<file path="config.mk">
export PLATFORM = sky130hd
export DESIGN_NAME = store_buffer
export DESIGN_NICKNAME = d
export VERILOG_FILES = /design/src/rtl/store_buffer.sv
export SDC_FILE = /design/constraint.sdc
export NUM_CORES = 1
export LEC_CHECK = 0
export ABC_AREA = 1
export ABC_CLOCK_PERIOD_IN_PS = 3500
export CAP_MARGIN = 20
export CORE_ASPECT_RATIO = 1.75
export CORE_UTILIZATION = 56
export DETAILED_ROUTE_END_ITERATION = 7
export GPL_ROUTABILITY_DRIVEN = 1
export MAX_ROUTING_LAYER = met4
export PLACE_DENSITY = 0.81
export RECOVER_POWER = 50
export REMOVE_ABC_BUFFERS = 1
export SLEW_MARGIN = 20
export SYNTH_ARGS = -nofsm -noshare
export SYNTH_HDL_FRONTEND = slang
export SYNTH_SLANG_ARGS = --single-unit
</file>
<file path="constraint.sdc">
create_clock -name clk -period 3.5 [get_ports clk]
set_input_delay 0.525 -clock clk [delete_from_list [all_inputs] [get_ports clk]]
set_output_delay 0.525 -clock clk [all_outputs]
set_load 0.03 [all_outputs]
</file>
<file path="src/rtl/store_buffer.sv">
`default_nettype none
// ============================================================================
// Module   : store_buffer
// Purpose  : In-order store queue in front of one synchronous RAM port.
//            Loads share the port and preempt the drain unless the queue is
//            full. Optional store-to-load forwarding: define STORE_FWD_EN.
// Revision : 1.0  initial release
// ============================================================================
module store_buffer #(
    parameter int AW    = 15,
    parameter int DW    = 8,
    parameter int DEPTH = 4
) (
    input  logic                     clk,
    input  logic                     rst,
    input  logic                     st_valid,
    output logic                     st_ready,
    input  logic [AW-1:0]            st_addr,
    input  logic [DW-1:0]            st_data,
    input  logic                     ld_valid,
    output logic                     ld_ready,
    input  logic [AW-1:0]            ld_addr,
    output logic                     ld_rsp_valid,
    output logic [DW-1:0]            ld_rsp_data,
    output logic                     ram_we,
    output logic [AW-1:0]            ram_addr,
    output logic [DW-1:0]            ram_wdata,
    input  logic [DW-1:0]            ram_rdata,
    output logic                     empty,
    output logic [$clog2(DEPTH):0]   count
);

    localparam int c_PTR_W = $clog2(DEPTH);
    localparam int c_CNT_W = $clog2(DEPTH) + 1;

    logic [AW-1:0]      r_addr [DEPTH];
    logic [DW-1:0]      r_data [DEPTH];
    logic [c_PTR_W-1:0] r_wr_ptr;
    logic [c_PTR_W-1:0] r_rd_ptr;
    logic [c_CNT_W-1:0] r_count;
    logic               r_ld_rsp_valid;

    logic               w_full;
    logic               w_empty;
    logic               w_hazard;
    logic [c_PTR_W-1:0] w_idx;
    logic               w_ld_rd;
    logic               w_ld_acc;
    logic               w_drain;
    logic               w_enq;

`ifdef STORE_FWD_EN
    logic [DW-1:0]      w_fwd_data;
    logic               r_fwd_hit;
    logic [DW-1:0]      r_fwd_data;
`endif

    assign w_full  = (r_count == c_CNT_W'(DEPTH));
    assign w_empty = (r_count == '0);

    // Scan pending entries oldest to youngest so the last hit is the youngest.
    always_comb begin
        w_hazard = 1'b0;
        w_idx    = '0;
`ifdef STORE_FWD_EN
        w_fwd_data = '0;
`endif
        for (int k = 0; k < DEPTH; k++) begin
            w_idx = r_rd_ptr + c_PTR_W'(k);
            if ((c_CNT_W'(k) < r_count) && (r_addr[w_idx] == ld_addr)) begin
                w_hazard = 1'b1;
`ifdef STORE_FWD_EN
                w_fwd_data = r_data[w_idx];
`endif
            end
        end
    end

    // A RAM read happens only for a non-hazard load while not full.
    assign w_ld_rd  = ld_valid && !w_full && !w_hazard;
`ifdef STORE_FWD_EN
    assign ld_ready = !w_full;
`else
    assign ld_ready = !w_full && !w_hazard;
`endif
    assign w_ld_acc = ld_valid && ld_ready;
    assign w_drain  = !w_empty && !w_ld_rd;
    assign w_enq    = st_valid && !w_full;

    assign st_ready = !w_full;
    assign empty    = w_empty;
    assign count    = r_count;

    always_comb begin
        ram_we    = 1'b0;
        ram_addr  = '0;
        ram_wdata = '0;
        if (w_drain) begin
            ram_we    = 1'b1;
            ram_addr  = r_addr[r_rd_ptr];
            ram_wdata = r_data[r_rd_ptr];
        end else if (w_ld_rd) begin
            ram_addr  = ld_addr;
        end
    end

    always_ff @(posedge clk) begin
        if (w_enq) begin
            r_addr[r_wr_ptr] <= st_addr;
            r_data[r_wr_ptr] <= st_data;
        end
    end

    always_ff @(posedge clk or posedge rst) begin
        if (rst) begin
            r_wr_ptr <= '0;
            r_rd_ptr <= '0;
            r_count  <= '0;
        end else begin
            if (w_enq) begin
                r_wr_ptr <= r_wr_ptr + 1'b1;
            end
            if (w_drain) begin
                r_rd_ptr <= r_rd_ptr + 1'b1;
            end
            if (w_enq && !w_drain) begin
                r_count <= r_count + 1'b1;
            end else if (!w_enq && w_drain) begin
                r_count <= r_count - 1'b1;
            end
        end
    end

    always_ff @(posedge clk or posedge rst) begin
        if (rst) begin
            r_ld_rsp_valid <= 1'b0;
        end else begin
            r_ld_rsp_valid <= w_ld_acc;
        end
    end

    assign ld_rsp_valid = r_ld_rsp_valid;

`ifdef STORE_FWD_EN
    // Forwarded data is captured at accept; the matching entry may drain meanwhile.
    always_ff @(posedge clk or posedge rst) begin
        if (rst) begin
            r_fwd_hit  <= 1'b0;
            r_fwd_data <= '0;
        end else begin
            r_fwd_hit <= w_ld_acc && w_hazard;
            if (w_ld_acc && w_hazard) begin
                r_fwd_data <= w_fwd_data;
            end
        end
    end

    assign ld_rsp_data = r_fwd_hit ? r_fwd_data : ram_rdata;
`else
    assign ld_rsp_data = ram_rdata;
`endif

endmodule
`default_nettype wire

</file>
==> impl_metrics.env <==
export IMPL_ir_worst_vdd_mv=0.826
export IMPL_synth_edf_count=92
export IMPL_synthTopCellsByArea="edfxtp_1, nand2_1, nand3_1"
export IMPL_io_pins=89
export IMPL_postRouteAntennaNets=0
export IMPL_cts_buffers=9
export IMPL_power_per_cell_area_nw_per_um2=978
export IMPL_num_antenna_cells=0
export IMPL_rsz0062_at_grt="yes"
export IMPL_syn_avg_cell_area_um2=7.09
export IMPL_first_global_vias=5870
export IMPL_clock_path_buffers=2
export IMPL_gp_congestion=0.942
export IMPL_ys_seq_area_share_pct=44.7
export IMPL_ctsHoldBuffers=0
export IMPL_p_int_mw=3.91
export IMPL_period_share_pct=98.5
export IMPL_wl_met2_um=9400
export IMPL_yosys_top_cells_count="nand2_1, nand3_1, edfxtp_1"
export IMPL_worstSetupStartpointType="flop"
export IMPL_htree_levels=3
export IMPL_clock_root_buffer="clkbuf_16"
export IMPL_yosys_register_bits=100
export IMPL_drt_iter0_drc=602
export IMPL_dr_pass1_iters=8
export IMPL_core_area_um2=11500
export IMPL_portBuffers=72
export IMPL_skew_ns=0.00371
export IMPL_clkSlewWorstSetupHoldPaths_ns=0.07
export IMPL_fmax_mhz=290
export IMPL_fin_crit_ns=3.45
export IMPL_maxUsedRoutingLayer="met4"
export IMPL_utilization_pct=68.6
export IMPL_path_class="reg2out"
export IMPL_maxSlewHeadroom_pct=71.6
export IMPL_violations="design-rule violations"
export IMPL_status="complete, but fails checks"
export IMPL_worstPathRequired_ns=2.97
export IMPL_m1WireLength_um=6450
export IMPL_wirelength_um=18300
export IMPL_worstMarginPinSlew_ns=0.425
export IMPL_antenna_found_initial=0
export IMPL_drc=8
export IMPL_postSynth_asyncResetShare_pct=8.00
export IMPL_power_switching_mw=3.81
export IMPL_die_x_um=84.2
export IMPL_clock_power_share_pct=15.1
export IMPL_initial_core_util_pct=57.5
export IMPL_fin_ws_ns=0.0532
export IMPL_grt_pass1_wl_um=27300
export IMPL_rows=52
export IMPL_tritoncts="built"
export IMPL_yosysMostFrequentCell="nand2_1"
export IMPL_final_max_slew_viol_count=0
export IMPL_synth_area_leader_cell="edfxtp_1"
export IMPL_clock_sinks=100
export IMPL_place_ws_ns=0.216
export IMPL_die_h_um=146
export IMPL_ys_flop_type="edfxtp_1"
export IMPL_hold_viol=0
export IMPL_synth_distinct_cells=27
export IMPL_endpoint_kind="output pin"
export IMPL_grt_max_degree=47
export IMPL_netlist_area_leader_share_pct=41.7
export IMPL_cap_viol_max_count=0
export IMPL_wl_per_cell_um=16.0
export IMPL_synth_cells=934
export IMPL_syn_to_final_growth_pct=19.2
export IMPL_clk_latency_ns=0.35
export IMPL_ys_warn_count=0
export IMPL_sw_frac_of_total_pct=49.4
export IMPL_via_count=6425
export IMPL_grt_overflow=0
export IMPL_dieArea_um2=12300
export IMPL_dpl_cell_area_um2=7300
export IMPL_hpwl_um=12000
export IMPL_p_seq_share_pct=22.6
export IMPL_crit_fanout=32
export IMPL_route_met3_wl_um=1280
export IMPL_netlist_area_um2=6620
export IMPL_setup_viol=0
export IMPL_hold_path_class="in2async"
export IMPL_viasPerCell=5.63
export IMPL_pwr_share_comb_pct=62.3
export IMPL_n_fill_cell=932
export IMPL_final_area_um2=7900
export IMPL_leakagePower_nw=3.86
export IMPL_drive_gt1_share_pct=9.54
export IMPL_fin_nets=1060
export IMPL_crit_arrival_ns=2.92
export IMPL_holdWs_ns=0.597
export IMPL_finalPower_mw=7.72
export IMPL_grt_use_total_pct=30.3
[cell families (layout without fill, tap and decap cells)]
kind of cell               count (synthesis)  count (layout)  synth area share, %
and+or+nand+nor                          672             674                 41.3
buffers and inverters                    115             185                 8.69
DFF                                      100             100                 44.7
AOI/OAI and AO/OA                         34              34                 3.06
adders and majority gates                  9               9                 1.70
xor gates and xnor gates                   4               4                0.529
[worst max-delay path: stages, from the launching register on]
cell     delay (ns)
dfrtp_2        0.50
buf_8          0.21
o21ai_0        0.34
nand2_1        0.16
nand3_1        0.13
nand2_1        0.07
nor2_1         0.10
nand2_1        0.06
nor2_1         0.10
nand2_1        0.06
nand2_1        0.09
nor2_2         0.06
nand2_4        0.06
buf_8          0.17
nand3_1        0.18
nand2_1        0.12
buf_4          0.16
[metal layers]
layer,vias up,track usage (%)
met5,-,-
li1,3132,-
met3,90,4.76
met2,342,51.4
met4,0,22.5
met1,2861,31.1
[power groups by stage]
stage / clock network (mW) / logic (mW) / registers (mW)
after CTS: 1.17 / 4.43 / 1.74
after global routing: 1.22 / 5.29 / 1.77
after global placement: 0 / 4.28 / 1.76
final: 1.16 / 4.81 / 1.75
after detailed placement: 0 / 4.34 / 1.76
after floorplan: 0 / 2.85 / 1.88
[timing repair]
item                                    4_1_cts  5_1_grt
resized for setup                             5       22
pin swaps                                     1        1
buffers inserted                              3        5
cloned                                        0        4
endpoints found under the setup margin       24       24
hold endpoints to repair                      0        0
[area by class of cell]
| cell class | count | area, um^2 | area share, % |
|---|---|---|---|
| timing repair buffer | 97 | 957 | 12.1 |
| sequential | 100 | 2970 | 37.5 |
| multi-input combinational | 721 | 3170 | 40.2 |
| tap | 135 | 169 | 2.14 |
| inverter | 72 | 280 | 3.55 |
| clock buffer | 9 | 225 | 2.85 |
| clock inverter | 7 | 129 | 1.63 |
[state kept, by name, indices dropped and copies added (netlist names)]
name,cells
r_rd_ptr,2
ld_rsp_valid,1
r_addr,60
r_data,32
count,3
r_wr_ptr,2
[worst paths after layout]
kind	cells after the start	end	slack, ns	start
setup / recovery	16	ram_addr[6]	0.05	r_rd_ptr[0]$_DFFE_PP0P_
hold / removal	2	count[2]$_DFFE_PP0P_	0.60	rst
setup reg to reg	18	count[2]$_DFFE_PP0P_	0.35	r_rd_ptr[0]$_DFFE_PP0P_
hold reg to reg	1	count[0]$_DFFE_PP0P_	0.61	count[0]$_DFFE_PP0P_
max in group asynchronous	2	r_rd_ptr[1]$_DFFE_PP0P_	2.58	rst
min in group clk	1	count[0]$_DFFE_PP0P_	0.61	count[0]$_DFFE_PP0P_
[per-stage QoR]
step           instances  TNS, ns
2_1_floorplan        891   -32.58
3_3_place_gp        1113        0
3_5_place_dp        1113        0
4_1_cts             1132        0
5_1_grt             1141    -1.10
6_report            1141        0
[layout by cell type (no fill, tap or decap), types with 3 or more instances in the layout]
cell type        instances
nor2_1                  42
nand2_8                  3
inv_1                   67
nand3_1                129
buf_4                   40
clkdlybuf4s50_1         19
buf_12                   4
edfxtp_1                92
clkbuf_16               11
dfrtp_1                  6
a21oi_1                 13
a221oi_1                 8
xor2_1                   3
dlygate4sd3_1           28
nand2_4                  4
buf_8                    3
inv_6                    3
o21ai_0                 11
bufinv_16                3
nand2_1                476
nor2_2                  15
ha_1                     9
Power figures use the tool's default switching activity.
==> variant: new RTL, same flow settings <==
The option `STORE_FWD_EN` is turned on by a define.
--- a/src/rtl/store_buffer.sv
+++ b/src/rtl/store_buffer.sv
@@ -6,6 +6,8 @@
 //            full. Optional store-to-load forwarding: define STORE_FWD_EN.
 // Revision : 1.0  initial release
 // ============================================================================
+`define STORE_FWD_EN
+
 module store_buffer #(
     parameter int AW    = 15,
     parameter int DW    = 8,
Behaviour: not the same (Yosys sat finds a counterexample within 4 cycles, from zero or initial values and one cycle with rst high).
==> variant against the unedited design <==
  * The run ends with setup timing left
  * Utilization grew 4.9 points
  * Via count rose by 30%
  * Synthesized area up 17%
  * Routed wire length increased by 41%
  * Non-clock buffer count is 57 higher
  * First-iteration DRC count increased by 50%
  * Sequential cell count grew 9
  * Global-route usage grew 4.4 points
  * Synthesized cell count rose by 20%
  * Count of clock-buffer cells in the layout unchanged
  * Design area rose by 25%
  * Setup slack lost 0.22 ns
  * Total power is 23% higher
==> variant: results (changes against the unedited design) <==
WL per Instance -> 18.2 microns (+14%)
initial antenna violation count -> 0 (unchanged)
clock skew after layout -> 0.0107 ns (+0.00703 ns)
Post-synth EDFFs -> 92 (unchanged)
Fill cells -> 1038 (+11%)
# setup viols final -> 24 (+24)
vias in the first global route -> 7681 (+31%)
Post-synth ARST share -> 15.6% (+7.6 points)
M1 WL -> 8370 microns (+30%)
Avg Cell Area, Syn -> 6.95 sq um (-2.1%)
root buf cell -> clkbuf_16
register area share after synthesis -> 41.0% (-3.7 points)
failing checks -> setup timing
GRT Util Overall -> 34.6% (+4.4 points)
first-pass detailed-route iteration total -> 7 (-1)
Critical Path Fanout Max -> 20 (-38%)
Reg2Reg Launch Point -> r_rd_ptr[0]
Via-to-Cell Ratio -> 5.91 (+4.9%)
Placed Instances -> 1369 (+23%)
end of the critical path -> ram_addr[9]
final worst slack -> -0.163 ns (-0.216 ns)
routed wire length -> 25800 microns (+41%)
gpl congestion -> 1.00 (+6.4%)
Placed Area -> 8840 sq um (+21%)
initial drt markers -> 905 (+50%)
FF-to-FF path depth -> 21 (+3)
Hold Crit Depth -> 2
Synth Flop Type -> edfxtp_1
DR WL met2 -> 12800 microns (+36%)
clock slew at reported path FFs -> 0.07 ns (about the same)
Max rail drop VDD -> 0.602 mV (-27%)
Critical Path AT -> 3.14 ns (+0.22 ns)
reg-to-reg slack, setup -> 0.20 ns (-0.15 ns)
Port Buffers -> 88 (+22%)
status -> complete, but fails checks
Num CTS Buffers -> 9 (unchanged)
Slew HR -> 48.4% (-23 points)
Top Metal Used -> met4
Cell variety after synth -> 30 (+11%)
DP HPWL -> 16000 microns (+34%)
Static Leakage -> 4.79 nW (+24%)
Min-Delay Path Class -> register to register
fraction of layout cells with a size suffix above 1 -> 15.1% (+5.6 points)
slowest stage cell, crit path -> dfrtp_4
Worst Hold Launch -> r_fwd_data[4]
FF-to-FF End -> count[2]
nets -> 1293 (+22%)
met3 wire length -> 2330 microns (+82%)
switching power -> 4.79 mW (+26%)
largest net degree at the start of global routing -> 50 (+6.4%)
Place WS -> 0.276 ns (+0.0594 ns)
first-pass GRT wire length -> 36800 microns (+35%)
top cells by count, synth -> 527 x nand2_1, 115 x nand3_1, 92 x edfxtp_1
CP max stage delay -> 0.60 ns (+0.10 ns)
synth top area cells -> edfxtp_1 36%, nand2_1 25%, nand3_1 7.4%
==> variant: routing by layer <==
metal	track usage [%]	up-vias
li1	-	3807
met1	33.6	3762
met2	62.7	570
met3	6.00	207
met4	23.5	0
met5	-	-
==> variant: logic make-up after synthesis <==
family | Yosys count | share of synthesized area (%)
buffers and inverters | 145 | 9.28
muxes | 15 | 2.06
xor gates and xnor gates | 7 | 0.788
AOI/OAI and AO/OA | 108 | 7.53
and+or+nand+nor | 727 | 37.9
DFF | 109 | 41.0
adders and majority gates | 9 | 1.45
==> variant: stage by stage <==
stage | setup TNS [ns] | hold WS, ns | total power [mW]
2_1_floorplan | -88.88 | 0.443 | 5.26
3_3_place_gp | 0 | 0.456 | 6.92
3_5_place_dp | 0 | 0.460 | 7.00
4_1_cts | 0 | 0.479 | 8.61
5_1_grt | -8.24 | 0.511 | 10.1
6_report | -2.97 | 0.478 | 9.52
==> variant: timing repair <==
action / CTS / global route
pin swaps: 5 / 15
endpoints found under the setup margin: 20 / 24
gates cloned: 6 / 6
buffers inserted: 2 / 14
resized for setup: 22 / 70
==> variant: area by class of cell <==
| class | instances | area (sq um) | area share (%) |
|---|---|---|---|
| clock buffer | 9 | 225 | 2.28 |
| clock inverter | 7 | 95.1 | 0.962 |
| multi-input combinational | 866 | 4060 | 41.1 |
| sequential | 109 | 3190 | 32.3 |
| timing repair buffer | 154 | 1730 | 17.5 |
| inverter | 94 | 363 | 3.67 |
| tap | 174 | 218 | 2.20 |
==> variant: power by group through the flow <==
stage	Combinational, mW	Clock [mW]	Sequential, mW
2_1_floorplan	3.21	0	2.05
3_3_place_gp	5.05	0	1.86
3_5_place_dp	5.13	0	1.88
4_1_cts	5.61	1.13	1.87
5_1_grt	7.02	1.18	1.91
6_report	6.51	1.13	1.89
